$ cat config.mk
export PLATFORM = sky130hd
export DESIGN_NAME = uart_tx
export DESIGN_NICKNAME = d
export VERILOG_FILES = /design/src/rtl/uart_tx.sv
export SDC_FILE = /design/constraint.sdc
export NUM_CORES = 1
export LEC_CHECK = 0
export BUFFER_PORTS_ARGS = -buffer_cell sky130_fd_sc_hd__buf_2
export CAP_MARGIN = 20
export CORE_ASPECT_RATIO = 0.6
export CORE_MARGIN = 4
export CORE_UTILIZATION = 58
export DETAILED_ROUTE_END_ITERATION = 8
export PLACE_DENSITY = 0.78
export SLEW_MARGIN = 5
export SYNTH_ARGS = -nofsm -noshare
export SYNTH_HDL_FRONTEND = slang
export SYNTH_SLANG_ARGS = --single-unit
$ cat constraint.sdc
create_clock -name clk -period 2.6 [get_ports clk]
set_clock_uncertainty 0.05 [all_clocks]
set_input_delay 0.52 -clock clk [delete_from_list [all_inputs] [get_ports clk]]
set_output_delay 0.52 -clock clk [all_outputs]
set_load 0.1 [all_outputs]
$ cat src/rtl/uart_tx.sv
// UART transmitter: valid/ready word intake, start + LSB-first data + optional parity + 1/2 stop bits.
// Bit timing from a per-frame baud divider; optional CTS gating of new frames.
module uart_tx #(
  parameter int unsigned CLK_HZ    = 30000000,
  parameter int unsigned BAUD      = 115200,
  parameter int unsigned DATA_BITS = 8,
  parameter int unsigned PARITY    = 0,
  parameter int unsigned STOP_BITS = 1,
  parameter int unsigned USE_CTS   = 1
) (
  input  logic                 clk,
  input  logic                 rst,
  input  logic                 pin_cts,
  output logic                 pin_tx,
  input  logic                 valid,
  output logic                 ready,
  input  logic [DATA_BITS-1:0] data,
  output logic                 busy
);

  localparam int unsigned DIV   = (CLK_HZ + BAUD / 2) / BAUD;
  localparam int unsigned DIV_W = (DIV > 2) ? $clog2(DIV) : 1;

  localparam logic [2:0] S_IDLE   = 3'd0;
  localparam logic [2:0] S_START  = 3'd1;
  localparam logic [2:0] S_DATA   = 3'd2;
  localparam logic [2:0] S_PARITY = 3'd3;
  localparam logic [2:0] S_STOP   = 3'd4;

  if (DIV < 2 || DATA_BITS < 5 || DATA_BITS > 9 || PARITY > 2 ||
      (STOP_BITS != 1 && STOP_BITS != 2)) begin : g_param_err
    $error("uart_tx: illegal parameter set");
  end

  logic [2:0]           state_q, state_d;
  logic [DIV_W-1:0]     div_q, div_d;
  logic [3:0]           bit_q, bit_d;
  logic [DATA_BITS-1:0] shift_q, shift_d;
  logic                 par_q, par_d;
  logic                 tx_q, tx_d;
  logic                 cts_meta_q, cts_sync_q;
  logic                 cts_ok;
  logic                 accept;
  logic                 bit_end;

  assign cts_ok  = (USE_CTS != 0) ? !cts_sync_q : 1'b1;
  assign ready   = (state_q == S_IDLE) && cts_ok && !rst;
  assign accept  = valid && ready;
  assign bit_end = (div_q == '0);
  assign busy    = (state_q != S_IDLE);
  assign pin_tx  = tx_q;

  always_comb begin
    state_d = state_q;
    div_d   = div_q;
    bit_d   = bit_q;
    shift_d = shift_q;
    par_d   = par_q;
    if (state_q == S_IDLE) begin
      if (accept) begin
        state_d = S_START;
        div_d   = DIV_W'(DIV - 1);
        bit_d   = '0;
        shift_d = data;
        par_d   = (PARITY == 1) ? ~^data : ^data;
      end
    end else if (!bit_end) begin
      div_d = div_q - DIV_W'(1);
    end else begin
      div_d = DIV_W'(DIV - 1);
      case (state_q)
        S_START: begin
          state_d = S_DATA;
          bit_d   = '0;
        end
        S_DATA: begin
          shift_d = shift_q >> 1;
          if (bit_q == 4'(DATA_BITS - 1)) begin
            bit_d   = '0;
            state_d = (PARITY != 0) ? S_PARITY : S_STOP;
          end else begin
            bit_d = bit_q + 4'd1;
          end
        end
        S_PARITY: begin
          state_d = S_STOP;
          bit_d   = '0;
        end
        S_STOP: begin
          if (bit_q == 4'(STOP_BITS - 1)) begin
            state_d = S_IDLE;
            bit_d   = '0;
          end else begin
            bit_d = bit_q + 4'd1;
          end
        end
        default: begin
          state_d = S_IDLE;
          bit_d   = '0;
        end
      endcase
    end
  end

  // Line level is registered from the next state so the pin never glitches on state changes.
  always_comb begin
    case (state_d)
      S_START:  tx_d = 1'b0;
      S_DATA:   tx_d = shift_d[0];
      S_PARITY: tx_d = par_d;
      default:  tx_d = 1'b1;
    endcase
  end

  always_ff @(posedge clk or posedge rst) begin
    if (rst) begin
      state_q    <= S_IDLE;
      div_q      <= '0;
      bit_q      <= '0;
      shift_q    <= '0;
      par_q      <= 1'b0;
      tx_q       <= 1'b1;
      cts_meta_q <= 1'b1;
      cts_sync_q <= 1'b1;
    end else begin
      state_q    <= state_d;
      div_q      <= div_d;
      bit_q      <= bit_d;
      shift_q    <= shift_d;
      par_q      <= par_d;
      tx_q       <= tx_d;
      cts_meta_q <= pin_cts;
      cts_sync_q <= cts_meta_q;
    end
  end

endmodule

==> flow_summary.yaml <==
critical_path:
  slowest_delay_ps: 650
  startpoint_type: "register"
  cp_max_fo: 7
  cp_cell_sequence: "nor4_1 -> nand2_1 -> a21oi_1 -> inv_1 -> or4b_1 -> o311a_1"
  worstPathArrival_ps: 2650
  critPathSlowestCell: "nor4_1"
  path_class: "reg2reg"
  crit_path_end_kind: "register"
  worst_ep_required_time_ps: 2760
  critical_path.n_buffers_inverters: 1
  crit_family: "simple AND/OR/NAND/NOR gates"
sta:
  fmax_ghz: 0.4005
  rsz0062_at_grt: "no"
  hold_viol_final: 0
  drv_slew: 0
  fin_crit_ps: 2497
  worst_pin_slew_ps: 675.6
  fin_crit_sh_pct: 96.03
  setup-violations-final: 0
  slew_headroom_pct: 54.54
  tns_ps: 0
synthesis:
  synth_area_leaders: "dfrtp_1 41%, dfstp_2 5.1%, a22o_1 4.0%"
  avgSynthCellArea_um2: 10.34
  synth_cell_type_count: 45
  ys.flop_type: "dfrtp_1"
  synth_top_family_by_area: "compound AO/OA/AOI/OAI gates"
  yosys.area.top_type: "dfrtp_1"
  synth_compound_area_share_pct: 22.26
  yosys_warnings: 0
  synth_edf_count: 0
  synth_top_area_share_pct: 40.62
  synth_seq_cells: 28
  synth-simple-area-share_pct: 20.80
  syn_area_mm2: 0.001540
  synth_cells: 149
  async_flop_share_pct: 100.0
  synthAdderAreaFrac_pct: 3.249
  syn_nets: 165
  seq_area_frac_synth_pct: 45.74
  synth_xor_area_share_pct: 3.981
  synth_mux_area_share_pct: 0
clocking:
  cts_tree: "yes"
  cts-resized-gates: 0
  cts.sinks: 28
  cts-root-buf: "clkbuf_8"
  clk_path_buf_depth: 2
  postCtsHoldBufs: 0
  htreeDepth: 1
  cts_made_buffers: 3
  clk_pin_slew_ps: 90
  post_cts_buffers: 0
  insertion_delay_ps: 280
die:
  core_mm2: 0.002522
  die_x_um: 74.53
  die_h_um: 47.92
  dieArea_mm2: 0.003571
  initial_core_util_pct: 61.06
  num_rows: 14
  num_io_pins: 15
placed_design:
  gp_congestion: 0.8443
  numPortBuffers: 14
  dp.cells: 196
  place.detailed.hpwl_um: 2508
  dpl_cell_area_mm2: 0.001669
grt:
  grt_pass1_vias: 1145
  track_usage_pct: 21.09
  grt_max_degree: 18
  grt_pass1_wl_um: 5478
  grt_antenna_before_repair: 0
  grt-ovfl-total: 0
layout:
  fin_cells: 200
  area_delta_synth_final_pct: 12.51
  layout-drive-gt1-share_pct: 22.02
  n_antenna_cell: 0
  fin_area_mm2: 0.001733
  regArea_um2: 704.4
  fillers: 199
  finalNetCount: 185
  multiInputGateArea_um2: 800.8
route:
  routed_via_density: 6.310
  postRouteAntennaNets: 0
  drt-initial-drc-count: 105
  vias: 1262
  remaining_drc_errors: 0
  wl_per_cell_um: 17.06
  drtPass1Iterations: 6
  drt_wl_total_um: 3412
job:
  cap_violations: 0
min_path:
  hp-class: "in2reg"
status:
  outcome: "complete, no violations"
power:
  power_density_mw_per_mm2: 1132
  p_leak_nw: 0.7920
  max-vdd-ir-drop_v: 0.0009629
## report_power, final
part / switching (mW) / internal, mW / total, mW
logic: 0.549 / 0.320 / 0.869
registers: 0.206 / 0.617 / 0.823
clock network: 0.134 / 0.136 / 0.269
total: 0.888 / 1.07 / 1.96
## placed cells by master (no fill, tap or decap), drive strengths merged, types with 4 or more instances in the layout
cell	count
a21o	5
a21oi	4
a22o	7
buf	18
clkbuf	4
dfrtp	25
ha	4
inv	8
nand2	10
nand3	7
nor2	13
nor3	4
o21ai	13
xnor2	7
## registers in the layout, indices dropped and copies added (netlist names)
name and flops:
pin_tx 1, shift_q 8, par_q 1, cts_meta_q 1, cts_sync_q 1, state_q 3
bit_q 4, div_q 9
## per-stage QoR
| step | power [mW] | setup slack [ps] | hold slack, ps | util (%) |
|---|---|---|---|---|
| after global placement | 1.619 | 311.7 | 300.1 | 66.17 |
| after detailed placement | 1.668 | 230.9 | 297.8 | 66.17 |
| after global routing | 2.086 | 41.39 | 273.7 | 68.70 |
| after CTS | 1.941 | 177.5 | 279.9 | 68.35 |
| final | 1.962 | 103.2 | 282.1 | 68.70 |
| after floorplan | 1.462 | 143.1 | 295.2 | - |
## per-layer routing
metal,vias up,track usage [%],wire (µm)
li1,601,-,-
met1,590,28.52,1613
met2,65,33.33,1530
met3,6,6.499,236
met4,0,5.674,32
met5,-,0,0
## cell type report
| class | instances | share of cell area [%] |
|---|---|---|
| inverter | 8 | 1.877 |
| tap | 32 | 2.310 |
| timing repair buffer | 18 | 5.776 |
| clock buffer | 4 | 3.177 |
| multi-input combinational | 110 | 46.21 |
| sequential | 28 | 40.65 |
## Yosys cell counts (all sizes together), types with 2 or more instances
cell and number:
o21ai 13, or3b 3, or3 2, xnor2 7, ha 4, a22oi 2, dfstp 3, nor2 13
o311ai 2, nor4 3, a31oi 2, nand3 7, or4b 2, a21o 5, inv 8, or4 3
o41ai 3, nor3 4, a21oi 4, dfrtp 25, nand2 10, a22o 7
## worst register-to-register path: stages (launching register included)
cell and delay, ps:
dfrtp_1 470, nor4_1 650, nand2_1 230, a21oi_1 280, inv_1 90, or4b_1 520, o311a_1 140
## cell families after synthesis
logic type,Yosys count
AOI/OAI and AO/OA,46
DFF,28
and+or+nand+nor,53
adders and majority gates,4
xor gates and xnor gates,7
buffers and inverters,11
## path summary, 6_finish.rpt
path	startpoint	end	slack [ps]	cells after the start
min	pin_cts	cts_meta_q	280	1
max	div_q[5]	pin_tx	100	6
max in group asynchronous	rst	bit_q[2]	1650	3
min reg2reg	cts_meta_q	cts_sync_q	310	0
min in group asynchronous	rst	shift_q[6]	290	2
max reg2reg	div_q[5]	pin_tx	100	6
(Power assumes the default switching activity.)
